## config.mk

```make
export PLATFORM = sky130hd
export DESIGN_NAME = board_state
export DESIGN_NICKNAME = d
export VERILOG_FILES = /design/src/rtl/board_state.sv
export SDC_FILE = /design/constraint.sdc
export NUM_CORES = 1
export LEC_CHECK = 0
export ABC_CLOCK_PERIOD_IN_PS = 6300
export CAP_MARGIN = 10
export CORE_ASPECT_RATIO = 2
export CORE_MARGIN = 2
export CORE_UTILIZATION = 50
export CTS_BUF_LIST = sky130_fd_sc_hd__clkbuf_2 sky130_fd_sc_hd__clkbuf_4 sky130_fd_sc_hd__clkbuf_8
export DETAILED_ROUTE_END_ITERATION = 8
export PLACE_DENSITY = 0.66
export REMOVE_ABC_BUFFERS = 1
export SLEW_MARGIN = 20
export SYNTH_ARGS = -nofsm -noshare
export SYNTH_HDL_FRONTEND = slang
export SYNTH_SLANG_ARGS = --single-unit
```

## constraint.sdc

```tcl
create_clock -name clk -period 6.3 [get_ports clk]
set_input_delay 1.26 -clock clk [delete_from_list [all_inputs] [get_ports clk]]
set_output_delay 1.26 -clock clk [all_outputs]
set_load 0.01 [all_outputs]
```

## src/rtl/board_state.sv

```systemverilog
// Board memory for a 10x10 two-player grid: one registered read port for the
// display path and a move engine that validates and writes moves, with a clear sweep.
module board_state #(
    parameter int N_CELLS      = 100,
    parameter bit CLR_ON_RESET = 1'b1
) (
    input  logic       clk,
    input  logic       rst,
    input  logic [6:0] rd_addr,
    output logic [1:0] rd_data,
    input  logic       mv_valid,
    output logic       mv_ready,
    input  logic [6:0] mv_cell,
    output logic       mv_done,
    output logic       mv_err,
    output logic       turn,
    output logic [6:0] move_count,
    output logic       board_full,
    input  logic       clear_req,
    output logic       busy
);

    typedef enum logic [1:0] {
        ST_CLEAR = 2'd0,
        ST_IDLE  = 2'd1,
        ST_CHECK = 2'd2,
        ST_WRITE = 2'd3
    } state_t;

    localparam logic [6:0] N_CELLS_W = 7'(N_CELLS);
    localparam logic [6:0] LAST_IDX  = 7'(N_CELLS - 1);

    logic [1:0] mem_r [N_CELLS];

    state_t     state_r;
    state_t     state_nx_s;
    logic [6:0] idx_r;
    logic [6:0] cell_r;
    logic       turn_r;
    logic [6:0] count_r;
    logic       mv_done_r;
    logic       mv_err_r;
    logic [1:0] rd_data_r;

    logic       mem_we_s;
    logic [6:0] mem_wa_s;
    logic [1:0] mem_wd_s;
    logic       start_clear_s;
    logic       accept_s;
    logic       reject_s;
    logic       commit_s;
    logic       busy_s;
    logic [1:0] cell_val_s;

    assign busy_s     = (state_r == ST_CLEAR);
    assign busy       = busy_s;
    assign mv_ready   = (state_r == ST_IDLE) && !clear_req;
    assign rd_data    = rd_data_r;
    assign mv_done    = mv_done_r;
    assign mv_err     = mv_err_r;
    assign turn       = turn_r;
    assign move_count = count_r;
    assign board_full = (count_r == N_CELLS_W);

    // Next-state decode plus the single internal write port request.
    always_comb begin
        state_nx_s    = state_r;
        mem_we_s      = 1'b0;
        mem_wa_s      = cell_r;
        mem_wd_s      = 2'b00;
        start_clear_s = 1'b0;
        accept_s      = 1'b0;
        reject_s      = 1'b0;
        commit_s      = 1'b0;
        // Out-of-range targets look occupied so they take the reject path.
        if (cell_r < N_CELLS_W) begin
            cell_val_s = mem_r[cell_r];
        end else begin
            cell_val_s = 2'b11;
        end
        case (state_r)
            ST_CLEAR: begin
                mem_we_s = 1'b1;
                mem_wa_s = idx_r;
                if (idx_r == LAST_IDX) begin
                    state_nx_s = ST_IDLE;
                end else begin
                    state_nx_s = ST_CLEAR;
                end
            end
            ST_IDLE: begin
                if (clear_req) begin
                    start_clear_s = 1'b1;
                    state_nx_s    = ST_CLEAR;
                end else if (mv_valid) begin
                    accept_s   = 1'b1;
                    state_nx_s = ST_CHECK;
                end else begin
                    state_nx_s = ST_IDLE;
                end
            end
            ST_CHECK: begin
                if (cell_val_s != 2'b00) begin
                    reject_s   = 1'b1;
                    state_nx_s = ST_IDLE;
                end else begin
                    state_nx_s = ST_WRITE;
                end
            end
            ST_WRITE: begin
                mem_we_s   = 1'b1;
                mem_wa_s   = cell_r;
                mem_wd_s   = {turn_r, !turn_r};
                commit_s   = 1'b1;
                state_nx_s = ST_IDLE;
            end
            default: begin
                state_nx_s = ST_CLEAR;
            end
        endcase
    end

    // Control registers: state, sweep index, captured move, turn and counters.
    always_ff @(posedge clk) begin
        if (rst) begin
            state_r   <= CLR_ON_RESET ? ST_CLEAR : ST_IDLE;
            idx_r     <= 7'd0;
            cell_r    <= 7'd0;
            turn_r    <= 1'b0;
            count_r   <= 7'd0;
            mv_done_r <= 1'b0;
            mv_err_r  <= 1'b0;
        end else begin
            state_r   <= state_nx_s;
            mv_done_r <= commit_s;
            mv_err_r  <= reject_s;
            if (start_clear_s) begin
                idx_r <= 7'd0;
            end else if (state_r == ST_CLEAR) begin
                idx_r <= idx_r + 7'd1;
            end else begin
                idx_r <= idx_r;
            end
            if (accept_s) begin
                cell_r <= mv_cell;
            end else begin
                cell_r <= cell_r;
            end
            if (start_clear_s) begin
                turn_r <= 1'b0;
            end else if (commit_s) begin
                turn_r <= !turn_r;
            end else begin
                turn_r <= turn_r;
            end
            if (start_clear_s) begin
                count_r <= 7'd0;
            end else if (commit_s && (count_r != N_CELLS_W)) begin
                count_r <= count_r + 7'd1;
            end else begin
                count_r <= count_r;
            end
        end
    end

    // Cell storage; a reset edge suppresses any in-flight write.
    always_ff @(posedge clk) begin
        if (mem_we_s && !rst) begin
            mem_r[mem_wa_s] <= mem_wd_s;
        end
    end

    // Registered read port; sees pre-write contents on a same-cycle collision.
    always_ff @(posedge clk) begin
        if (rst) begin
            rd_data_r <= 2'b00;
        end else if (busy_s) begin
            rd_data_r <= 2'b00;
        end else if (rd_addr >= N_CELLS_W) begin
            rd_data_r <= 2'b11;
        end else begin
            rd_data_r <= mem_r[rd_addr];
        end
    end

endmodule

```

After elaboration in Yosys (flattened, before gate mapping). Memory sizes are Yosys's and may differ from the RTL's. A register that Yosys moved wholly into a read port is not among the register bits. Cells that the tools add are included.

Add/sub/neg operators: 2. Order comparisons: 2. Equality and inequality tests: 6. Multiplexer cells: 21. Bitwise logic cells: 1. Reduce and logical (&&, ||, !) cells: 12.

Operator list (count): 7-bit 2-to-1 mux (3); 7-bit by 1-bit adder with 7-bit output, second input constant (2); 7-bit equality test, second input constant (2); 2-bit 2-to-1 mux (6); 1-bit 2-to-1 mux (11); 2-bit one-hot mux with 4 select lines (1); 2-bit OR reduction (4); 7-bit >= comparator, second input constant (1); 7-bit less-than comparator, second input constant (1); 7-bit != test, second input constant (1); 2-bit equality test, second input constant (2); 1-bit logical AND (3); 1-bit logical NOT (3); 2-bit by 1-bit equality test with 1-bit output, second input constant (1); 2-bit logical NOT (1); 2-bit nonzero test (1); 1-bit NOT (1).

Register bits after elaboration: 28. Bits in writable memories: 200. Bits of input ports: 18. Output and inout bits: 15. Logic and storage cells: 53. Memories: 1.

Memory list: mem_r (depth 100, bits a word 2, rd ports 2, clocked after memory_dff 1, wr ports 1, line 33) `logic [1:0] mem_r [N_CELLS];`.

Logic depth before layout (Yosys ltp).
Depth in word-level cells: 6. Depth in mapped cells: 10. Gate-level depth less buffers: 9.

Worst setup path before layout. No wires, ideal clock.

Path type: register -> register. Start point: reg state_r[0]. End point: mem mem_r[0][0], data pin. Setup time: 0.692 ns. Data arrival time: 3.087 ns. Required time: 5.608 ns. Setup slack: 2.521 ns. Stages on the path, launching flop included: 3. Buffers on the path: 0. Clock period less this slack: 3.779 ns. Cell sequence: dfxtp_1 -> ha_1 -> nor2b_1.

Longest elaborated chain between the ends: 2.

Ends and longest elaborated chain: from (decl) (line 35) `state_t state_r;`; from (signal assigned) (line 126) `state_r <= CLR_ON_RESET ? ST_CLEAR : ST_IDLE;`; from (signal assigned) (line 134) `state_r <= state_nx_s;`; 2-bit equality test (line 81) `case (state_r)`; 2-bit 2-to-1 mux (line 81); net mem_wd_s[0] (line 47) `logic [1:0] mem_wd_s;`; to (decl) (line 33).

The timed path passes the listed nets, and every way through them passes these cells.

Worst setup path after layout.
Start point: in clear_req. End point: out mv_ready.

Longest elaborated chain between the ends: 2.

Ends and longest elaborated chain: from (decl) (line 19) `input logic clear_req,`; 1-bit logical NOT (line 57) `assign mv_ready = (state_r == ST_IDLE) && !clear_req;`; 1-bit logical AND (line 57); to (decl) (line 12) `output logic mv_ready,`.

Every way passes these cells.

==> results.py <==
metrics = {
    "run_status": {
        "status": "completed",
    },
    "layout": {
        "nets": 895,
        "syn2layout_area_growth_pct": 10.3,
        "layout-drive-gt1-share_pct": 15.0,
        "utilization_pct": 56.1,
        "finalInstanceArea_sq_um": 12100,
        "antenna_cells": 0,
    },
    "timing": {
        "fin_crit_sh_pct": 65.5,
        "rsz0062_at_grt": "false",
        "setup_viol_count_final": 0,
        "fin_tns_setup_ns": 0,
        "report.final.slew_viol_count": 0,
        "timing.fmax_mhz": 242,
        "fin_crit_ns": 4.12,
        "tightestPinTransition_ns": 1.08,
        "skew_ns": 0.0116,
        "hold_viol": 0,
        "slew-limit-headroom_pct": 28.1,
    },
    "clocking": {
        "cts.sinks": 235,
        "clockBufferDepth": 3,
        "cts_tree": "built",
        "cts_root_buf": "clkbuf_8",
        "htreeDepth": 1,
        "cts_buffers": 30,
        "post_cts_buffers": 0,
        "ctsHoldBuffers": 0,
        "clk_pin_slew_ns": 0.07,
        "insertion_delay_ns": 0.59,
        "cts_resized": 0,
    },
    "detailed_routing": {
        "wl_per_cell_microns": 24.1,
        "vias_per_cell": 6.31,
        "drtIter0Drc": 622,
        "dr.pass1.iters": 5,
        "route.detailed.drc": 0,
        "num_vias": 7352,
        "postRouteAntennaNets": 0,
        "wirelength_microns": 28100,
    },
    "power_and_ir_drop": {
        "p_leak_nw": 3.58,
        "p_per_area_nw_per_um2": 247,
        "vdd_drop_max_mv": 0.179,
    },
    "logic_synthesis": {
        "synthTopCellsByArea": "edfxtp_1 55%, mux4_2 13%, dfxtp_1 6.4%",
        "syn_area_sq_um": 10900,
        "avgSynthCellArea_sq_um": 12.8,
        "synth-main-ff-cell": "edfxtp_1",
        "syn_inst": 853,
        "ys_seq_elements": 235,
        "yosysWarnings": 0,
        "ys_async_sr_fraction_pct": 0,
        "yosysUniqueCellTypes": 52,
        "yosysSeqAreaShare_pct": 61.4,
        "synth_edf_count": 200,
        "synth_top_area_share_pct": 55.0,
        "synth_area_leader_cell": "edfxtp_1",
    },
    "die": {
        "core_sq_um": 21500,
        "num_rows": 76,
        "die_area_sq_um": 23100,
        "start_util_pct": 50.8,
        "die_h_microns": 213,
        "ios": 33,
        "die_w_microns": 109,
    },
    "grt": {
        "grt-ovfl-total": 0,
        "grt_pass1_vias": 7703,
        "grt_pass1_wl_microns": 42700,
        "antenna_found_initial": 0,
        "grt_usage_pct": 25.1,
        "grt_max_degree": 101,
    },
    "place": {
        "place.gp.congestion": 0.828,
        "port-buffer-count": 32,
        "hpwl_microns": 18300,
        "post_dp_cell_area_sq_um": 11400,
    },
    "setup_path": {
        "worst-setup-path-type": "primary input to primary output",
        "crit_arrival_ns": 2.86,
        "cp_max_fo": 11,
        "crit_path_start_kind": "primary input",
        "worst_ep_required_time_ns": 5.04,
        "crit_start": "clear_req",
        "crit_path_end_kind": "primary output",
    },
    "flow_run": {
        "drv_cap": 0,
    },
    "hold_path": {
        "min_from": "cell_r[0]",
        "hp-class": "flop to flop",
    },
}
==> cells in the final DEF, fill, tap and decap left out, types with 14 or more instances in the layout <==
| master | count |
|---|---|
| a211oi_1 | 26 |
| a21oi_1 | 19 |
| clkbuf_8 | 33 |
| clkdlybuf4s50_1 | 30 |
| dfxtp_1 | 34 |
| edfxtp_1 | 200 |
| mux4_2 | 62 |
| nand2_1 | 54 |
| nand3_1 | 14 |
| nor2_1 | 183 |
| nor3_1 | 60 |
| o21ai_0 | 29 |
==> flip-flops by register name, indices dropped and copies added (netlist names), named ones only <==
register,cells
cell_r,7
idx_r,7
mem_r,200
move_count,7
mv_done,1
mv_err,1
rd_data,2
state_r,2
turn,1
==> metal layers <==
layer	vias to the layer above	global-route usage, %	routed length, microns
met3	97	2.96	1620
li1	3286	-	-
met4	0	13.3	1390
met2	312	45.9	15300
met1	3657	28.1	9800
met5	-	0	0
==> cells by family (layout without fill, tap and decap cells) <==
group                      after synthesis  count (layout)  synth area share (%)
adders and majority gates                7               7                 0.802
AOI/OAI and AO/OA                      117             117                  7.11
muxes                                   69              69                  13.4
DFF                                    235             235                  61.4
xor gates and xnor gates                11              11                 0.882
and+or+nand+nor                        349             349                  13.9
buffers and inverters                   65             105                  2.50
==> worst paths after layout <==
path / slack, ns / end / cells after the start
max: 2.18 / mv_ready / 3
min: 0.50 / cell_r[0] / 2
max reg2reg: 3.06 / state_r[1] / 8
min reg2reg: 0.50 / cell_r[0] / 2
==> critical path, cell delays in order <==
cell	delay [ns]
clkdlybuf4s50_1	0.42
nor2b_1	0.53
clkdlybuf4s50_1	0.66
==> cell usage after synthesis (3+ instances only) <==
| cell type | instances |
|---|---|
| edfxtp_1 | 200 |
| nor2_1 | 183 |
| mux4_2 | 62 |
| nor3_1 | 60 |
| nand2_1 | 54 |
| clkbuf_1 | 36 |
| dfxtp_1 | 35 |
| o21ai_0 | 29 |
| a211oi_1 | 26 |
| a21oi_1 | 19 |
| nand3_1 | 14 |
| inv_1 | 11 |
| buf_2 | 8 |
| o32ai_1 | 8 |
| xor2_1 | 8 |
| buf_1 | 7 |
| ha_1 | 7 |
| nand4_1 | 7 |
| nor2b_1 | 7 |
| o22ai_1 | 6 |
| mux2i_1 | 5 |
| nand2b_1 | 5 |
| nor3b_1 | 5 |
| o31ai_1 | 4 |
| a31oi_1 | 3 |
| nor4_1 | 3 |
| or2_2 | 3 |
| or3_1 | 3 |
| xnor2_1 | 3 |
==> through the flow <==
stage	power (mW)	hold WS [ns]	worst slack, ns	std cells
3_3_place_gp	1.81	0.488	2.21	1111
6_report	2.97	0.504	2.18	1166
5_1_grt	3.05	0.530	2.02	1166
3_5_place_dp	1.81	0.496	2.19	1111
4_1_cts	2.99	0.506	2.17	1166
2_1_floorplan	1.75	0.453	2.52	799
==> final cells by class <==
class | instances | area [sq um]
Clock buffer | 45 | 544
Timing Repair Buffer | 39 | 365
Sequential cell | 235 | 6710
Fill cell | 1863 | 9440
Inverter | 11 | 41.3
Tap cell | 273 | 342
Multi-Input combinational cell | 553 | 3950
Clock inverter | 10 | 100
==> where the power goes <==
group          total, mW  switching [mW]  internal [mW]
sequential          1.67         0.00619           1.67
clock               1.20           0.562          0.635
combinational      0.102          0.0588         0.0430
total               2.97           0.627           2.34
No activity file was read; power rests on OpenSTA's default activity.
